## config.mk

```make
export PLATFORM = sky130hd
export DESIGN_NAME = mips_datapath_register_scoreboard_file
export DESIGN_NICKNAME = d
export VERILOG_FILES = /design/src/rtl/mips_datapath_register_scoreboard_file.sv
export SDC_FILE = /design/constraint.sdc
export NUM_CORES = 2
export LEC_CHECK = 0
export BUFFER_PORTS_ARGS = -buffer_cell sky130_fd_sc_hd__buf_4
export CAP_MARGIN = 20
export CORE_MARGIN = 2
export CORE_UTILIZATION = 65
export DETAILED_ROUTE_END_ITERATION = 8
export GPL_ROUTABILITY_DRIVEN = 0
export PLACE_DENSITY = 0.85
export SLEW_MARGIN = 25
export SYNTH_ARGS = -nofsm -noshare
export SYNTH_HDL_FRONTEND = slang
export SYNTH_SLANG_ARGS = --single-unit
```

## constraint.sdc

```tcl
create_clock -name clk -period 13.1 [get_ports clk]
set_input_delay 2.62 -clock clk [delete_from_list [all_inputs] [get_ports clk]]
set_output_delay 2.62 -clock clk [all_outputs]
set_load 0.05 [all_outputs]
```

## src/rtl/mips_datapath_register_scoreboard_file.sv

```systemverilog
// Register file with a per-register load scoreboard.
// Each read port returns zero-latency data plus a busy flag for its source.
// The top-level stall is the OR of busy flags over the ports whose operand is in use.
// Optional write-back forwarding is enabled by defining MIPS_DATAPATH_REGISTER_BYPASS_EN.
// Register 0 always reads as zero. It can never become busy.
module mips_datapath_register_scoreboard_file #(
  parameter int WIDTH      = 32,
  parameter int ADDR_W     = 5,
  parameter int READ_PORTS = 2
) (
  input  logic                         clk,
  input  logic                         rst,
  input  logic [READ_PORTS*ADDR_W-1:0] rd_addr,
  input  logic [READ_PORTS-1:0]        rd_use,
  input  logic                         wr_enable,
  input  logic [ADDR_W-1:0]            wr_addr,
  input  logic [WIDTH-1:0]             wr_data,
  input  logic                         wr_load,
  input  logic                         issue_enable,
  input  logic [ADDR_W-1:0]            issue_addr,
  output logic [READ_PORTS*WIDTH-1:0]  rd_data,
  output logic [READ_PORTS-1:0]        rd_busy,
  output logic                         stall,
  output logic                         port_eq,
  output logic [ADDR_W:0]              pending
);

  localparam int DEPTH = 2 ** ADDR_W;

  logic [WIDTH-1:0] regs [DEPTH];
  logic [DEPTH-1:0] busy;
  logic [DEPTH-1:0] busy_nxt;
  logic             wr_valid;
  logic             clr_valid;
  logic             iss_valid;
  logic             inc;
  logic             dec;

  assign wr_valid  = wr_enable && (wr_addr != '0);
  assign clr_valid = wr_valid && wr_load;
  assign iss_valid = issue_enable && (issue_addr != '0);

  // Next busy vector: clear first, then set, so an issue wins over a load-clear to the same register.
  always_comb begin
    busy_nxt = busy;
    if (clr_valid) busy_nxt[wr_addr] = 1'b0;
    if (iss_valid) busy_nxt[issue_addr] = 1'b1;
  end

  // Net change of the busy count. Redundant issues and clears of idle registers do not count.
  always_comb begin
    inc = iss_valid && !busy[issue_addr];
    dec = clr_valid && busy[wr_addr] && !(iss_valid && (issue_addr == wr_addr));
  end

  // Register storage, scoreboard and busy count. Reset overrides any same-cycle activity.
  always_ff @(posedge clk) begin
    if (rst) begin
      for (int i = 0; i < DEPTH; i++) regs[i] <= '0;
      busy    <= '0;
      pending <= '0;
    end else begin
      if (wr_valid) regs[wr_addr] <= wr_data;
      busy    <= busy_nxt;
      pending <= pending + {{ADDR_W{1'b0}}, inc} - {{ADDR_W{1'b0}}, dec};
    end
  end

  for (genvar k = 0; k < READ_PORTS; k++) begin : g_rd
    logic [ADDR_W-1:0] a;
    logic [WIDTH-1:0]  stored;
    assign a      = rd_addr[k*ADDR_W +: ADDR_W];
    assign stored = (a == '0) ? '0 : regs[a];
`ifdef MIPS_DATAPATH_REGISTER_BYPASS_EN
    logic hit;
    assign hit = wr_valid && (a == wr_addr);
    assign rd_data[k*WIDTH +: WIDTH] = hit ? wr_data : stored;
    assign rd_busy[k] = (hit && wr_load && !(iss_valid && (issue_addr == wr_addr))) ? 1'b0 : busy[a];
`else
    assign rd_data[k*WIDTH +: WIDTH] = stored;
    assign rd_busy[k] = busy[a];
`endif
  end

  assign stall = |(rd_use & rd_busy);

  if (READ_PORTS >= 2) begin : g_eq
    assign port_eq = (rd_data[0 +: WIDTH] == rd_data[WIDTH +: WIDTH]);
  end else begin : g_no_eq
    assign port_eq = 1'b0;
  end

endmodule

```

**Yosys cells after proc, flatten, opt, wreduce, memory -nomap -nowiden**

Memory sizes are Yosys's and may differ from the RTL's.
Cells that the tools add are included.

- Muxes and demuxes: 24
- Bitwise operators: 4
- Equality and inequality tests: 2
- Magnitude comparators: 6
- Reductions and logical operators: 17
- Add/sub/neg operators: 2

Operator list:

| operator | number |
|---|---|
| $mux W32 | 5 |
| $and A32 B32 Y32 | 1 |
| $eq A32 B32 Y1 | 1 |
| $not A32 Y32 | 1 |
| $or A32 B32 Y32 | 1 |
| $reduce_or A32 Y1 | 1 |
| $lt A5 B6 Y1 const B | 4 |
| $bmux W1 S5 | 4 |
| $mux W1 | 12 |
| $demux W1 S5 | 2 |
| $ge A5 B1 Y1 const B | 2 |
| $logic_not A5 Y1 | 2 |
| $reduce_bool A5 Y1 | 2 |
| $logic_and A1 B1 Y1 | 9 |
| $add A6 B1 Y6 | 1 |
| $sub A6 B1 Y6 | 1 |
| $eq A5 B5 Y1 | 1 |
| $mux W5 | 1 |
| $and A2 B2 Y2 | 1 |
| $logic_not A1 Y1 | 2 |
| $reduce_or A2 Y1 | 1 |

- Word-level logic and storage cells: 58
- Memory bits (writable): 1024
- Output and inout port bits: 74
- Register bits: 38
- Memories: 1

Memories:

| name | depth | bits a word | rd ports | clocked after Yosys merged registers in | write ports | line | RTL |
|---|---|---|---|---|---|---|---|
| regs | 32 | 32 | 2 | 0 | 32 | 30 | `logic [WIDTH-1:0] regs [DEPTH];` |

**Depth between registers and ports, before layout**

- Word-level depth: 9
- Gate-level depth with buffers: 16
- Mapped depth without buffers: 14

**Least setup slack after synthesis**

OpenSTA, ideal clock, no wires.

- Path type: input-to-output
- Start: input rd_addr[6]
- End: output port_eq
- Path slack: 4520 ps
- Stages on the path: 11
- Path buffers: 5
- Data required time: 10480 ps
- Data arrival time: 5960 ps
- Cell sequence: buf_2 -> buf_4 -> buf_4 -> buf_4 -> buf_2 -> a22oi_1 -> a221oi_1 -> xnor2_1 -> nand2_1 -> nor4_1 -> and4_1

- Cells in the longest elaborated chain, start to end: 3
- Elaborated cells on any way between the ends: 4
- Classes of those cells: eq/ne (1); mux (1); reduce/logical (1); memory (1)

Ends and longest elaborated chain:

| item | line | RTL |
|---|---|---|
| from (decl) | 13 | `input logic [READ_PORTS*ADDR_W-1:0] rd_addr,` |
| $mem_v2 Z32 W32 or $logic_not A5 Y1 (tied branches) | n/a |  |
| $mux W32 * | 73 | `assign stored = (a == '0) ? '0 : regs[a];` |
| via rd_data[51] | 21 | `output logic [READ_PORTS*WIDTH-1:0] rd_data,` |
| $eq A32 B32 Y1 * | 88 | `assign port_eq = (rd_data[0 +: WIDTH] == rd_data[WIDTH +: WIDTH]);` |
| to (decl) | 24 | `output logic port_eq,` |

The timed path passes the listed nets; every way through them passes the cells marked *.

**Worst setup path in the final report**

- Start: input rd_addr[7]
- End: output port_eq

- Cells in the longest elaborated chain, start to end: 3
- Elaborated cells on any way between the ends: 4
- Classes of those cells: eq/ne (1); mux (1); reduce/logical (1); memory (1)

Ends and longest elaborated chain:

| item | line |
|---|---|
| $mem_v2 Z32 W32 or $logic_not A5 Y1 (tied branches) | n/a |
| $mux W32 * | 73 |
| $eq A32 B32 Y1 * | 88 |

Mark *: on every way between the ends. The rest lies on a longest branch, timed or not.

==> results.md <==
* Post-CTS Setup Bufs at 0
* CP max FO at 99
* CP Class: in -> out
* Area grow syn2layout at 8.50%
* Wire length per cell at 36.1 µm
* CTS H-Tree Depth at 3
* Hold_buf cts at 0
* Synthesized netlist cell count at between 3000 and 4000
* Detail Placement HPWL at ~110000 µm
* Cts repair resizes at 0
* Tcrit/Tclk final at 0.773
* MaxCap Viol Count at 0
* Die W at 300 µm
* HP Class: reg -> reg
* Worst path bufs/invs at 3
* Inst Count DP at 4837
* Post-Route Skew at 0.00660 ns
* I/O pin count at around 130
* Via density at 7.59
* Ys flop type: edfxtp_1
* Final hold viol count at 0
* Initial DRC count at 6786
* Average size of a mapped cell at 14.8 µm²
* Synth warnings at 0
* Rel. slew slack at 0.214
* Worst skew pair latency at 0.70 ns
* Cell Area, Synth at 57000 µm²
* Most frequent cells in the layout: edfxtp_1 (1009), and2_1 (1004), mux4_2 (451)
* Post-synthesis mux area share at 0.223
* Crit path max-delay cell type: a211oi_1
* CTS tree: done
* Most common cell after layout, fill and taps aside: edfxtp_1
* Register area share after synthesis at 0.545
* Critical Path AT at 7.51 ns
* Min cycle time layout at 10.13 ns
* Final setup viols at 0
* Max Transition Viols Final at 0
* Crit path capture type: primary output
* Main combinational cell family by area after synthesis: multiplexers
* Vias at approximately 38000
* # clock sinks at 1047
* Die area at roughly 90000 µm²
* Ys async rst share at 0
* Final hold slack at 0.531 ns
* Vias in the first global route at 38000
* Port buffer count at 132
* Routed WL at about 180000 µm
* Layout cell share with drive strength beyond 1 at 0.250
* Peak Freq at 98.7 MHz
* WP data required at between 10 and 15 ns
* CTS Root Cell: clkbuf_16
* Worst setup SP type: input port
* Worst-Margin Slew at 1.18 ns
* Initial antenna violation count at 14
* All-Layer GR Usage at 0.407
* Final ANT Viol Nets at 0
* Setup TNS at 0 ns
* Starting density of the core at 0.656
* #FFs+latches synth at between 1000 and 1500
* Clk buf depth at 3
* FF-to-FF Start: busy[27]
* Worst-path clk slew at 0.06 ns
* Most frequent CP cell: a211oi_1
* Synth Area in XOR/XNOR at 0.00599
* Largest net degree at the start of global routing at 140
* Compound-Gate Fraction of Synth Area at 0.0503
* CP top delay family: simple AND/OR/NAND/NOR gates
* Yosys cell types at 68
* Simple-gate portion of the synthesized area at 0.135
* Residual DRC count at 0
* RSZ-0062 raised after global routing: no
* Power Dens Cells at between 100 and 150 nW/µm²
* Largest stage delay on the critical path at ~0.79 ns
* Post-layout nets at 3861
* Leakage Power at 21.5 nW
* DR pass1 iterations at 8
* Finished Core Util at 0.712
* Peak VDD IR at 0.000130 V
* Grt total ovfl at 0
* Post-synth EDFFs at around 1000
* CTS Buf Count at 110
* Core Area at 86900 µm²
* First-pass GRT wire length at 260000 µm
* Critical-path cell list: buf_6, buf_12, or3b_1, o221ai_1, a211oi_1, a211oi_1, xnor2_1, nand4_1, and4b_1, and4_1, buf_4
* Non-filler cells, final at 5047
* Cell row count at 108
* Outcome: complete, no violations
* Hold Crit Start: busy[13]
* Die Ht at 300 µm
* Adder-Cell Fraction of Synth Area at 0.00167
* Critical Path Source: rd_addr[7]
## metrics by stage
stage / cell area (µm²) / power (mW) / worst slack (ns)
2_1_floorplan: 57100 / 4.77 / 4.52
3_3_place_gp: 58200 / 5.14 / 3.39
3_5_place_dp: 58300 / 5.18 / 3.28
4_1_cts: 61800 / 8.23 / 3.26
5_1_grt: 61800 / 8.43 / 3.02
6_report: 61800 / 8.30 / 2.97
## state kept, by name, indices dropped and copies added (netlist names)
signal   count
regs      1009
busy        32
pending      6
## routing by layer
| layer | wire length [µm] | global-route usage |
|---|---|---|
| met1 | 55900 | 0.516 |
| met2 | 81400 | 0.600 |
| met3 | 30400 | 0.140 |
| met5 | 87 | 0 |
| met4 | 14500 | 0.271 |
## path summary, 6_finish.rpt
path,to,slack [ns],cells after the start
worst max-delay path,port_eq,2.97,11
worst min-delay path,busy[13],0.53,2
worst max register to register,pending[4],9.69,13
worst min register to register,busy[13],0.53,2
## power breakdown
part | leakage, nW | total (mW) | switching (mW) | internal [mW]
Sequential | 9.91 | 3.95 | 0.102 | 3.85
Combinational | 9.81 | 1.21 | 0.766 | 0.444
Clock | 1.73 | 3.13 | 1.35 | 1.78
Total | 21.5 | 8.30 | 2.22 | 6.08
## cells by family after synthesis
| family | count (synthesis) |
|---|---|
| and+or+nand+nor | 1300 |
| DFF | 1047 |
| muxes | 646 |
| buffers and inverters | 421 |
| AOI/OAI and AO/OA | 385 |
| xor gates and xnor gates | 39 |
| adders and majority gates | 7 |
| other | 1 |
## tightest hold or removal path: stages (launching register included)
cell and delay [ns]:
dfxtp_1 0.34, o21ai_0 0.08, a21oi_1 0.06
## synth_stat cells (23+ instances only)
cell / count / area, µm²
mux2_2: 48 / 541
and2_1: 1004 / 6280
a22oi_1: 78 / 586
nand2_1: 115 / 432
buf_4: 39 / 293
a221oi_1: 55 / 482
or2_2: 33 / 206
o21ai_0: 45 / 225
o211ai_1: 23 / 173
clkbuf_1: 243 / 912
mux4_2: 451 / 10200
nor2_1: 66 / 248
a22o_1: 37 / 324
mux4_1: 31 / 815
buf_6: 27 / 304
edfxtp_1: 1009 / 30300
buf_2: 72 / 360
mux2i_1: 115 / 1150
dfxtp_1: 38 / 761
xnor2_1: 30 / 263
a21oi_1: 51 / 255
## final cells by class
class                           instances  area, µm²
Antenna cell                            3       7.51
Clock buffer                          128       2870
Clock inverter                         78        679
Fill cell                            5281      25000
Inverter                               16       60.1
Multi-Input combinational cell       2394      23900
Sequential cell                      1047      31100
Tap cell                             1155       1450
Timing Repair Buffer                  226       1800
No activity file was read; power rests on OpenSTA's default activity.
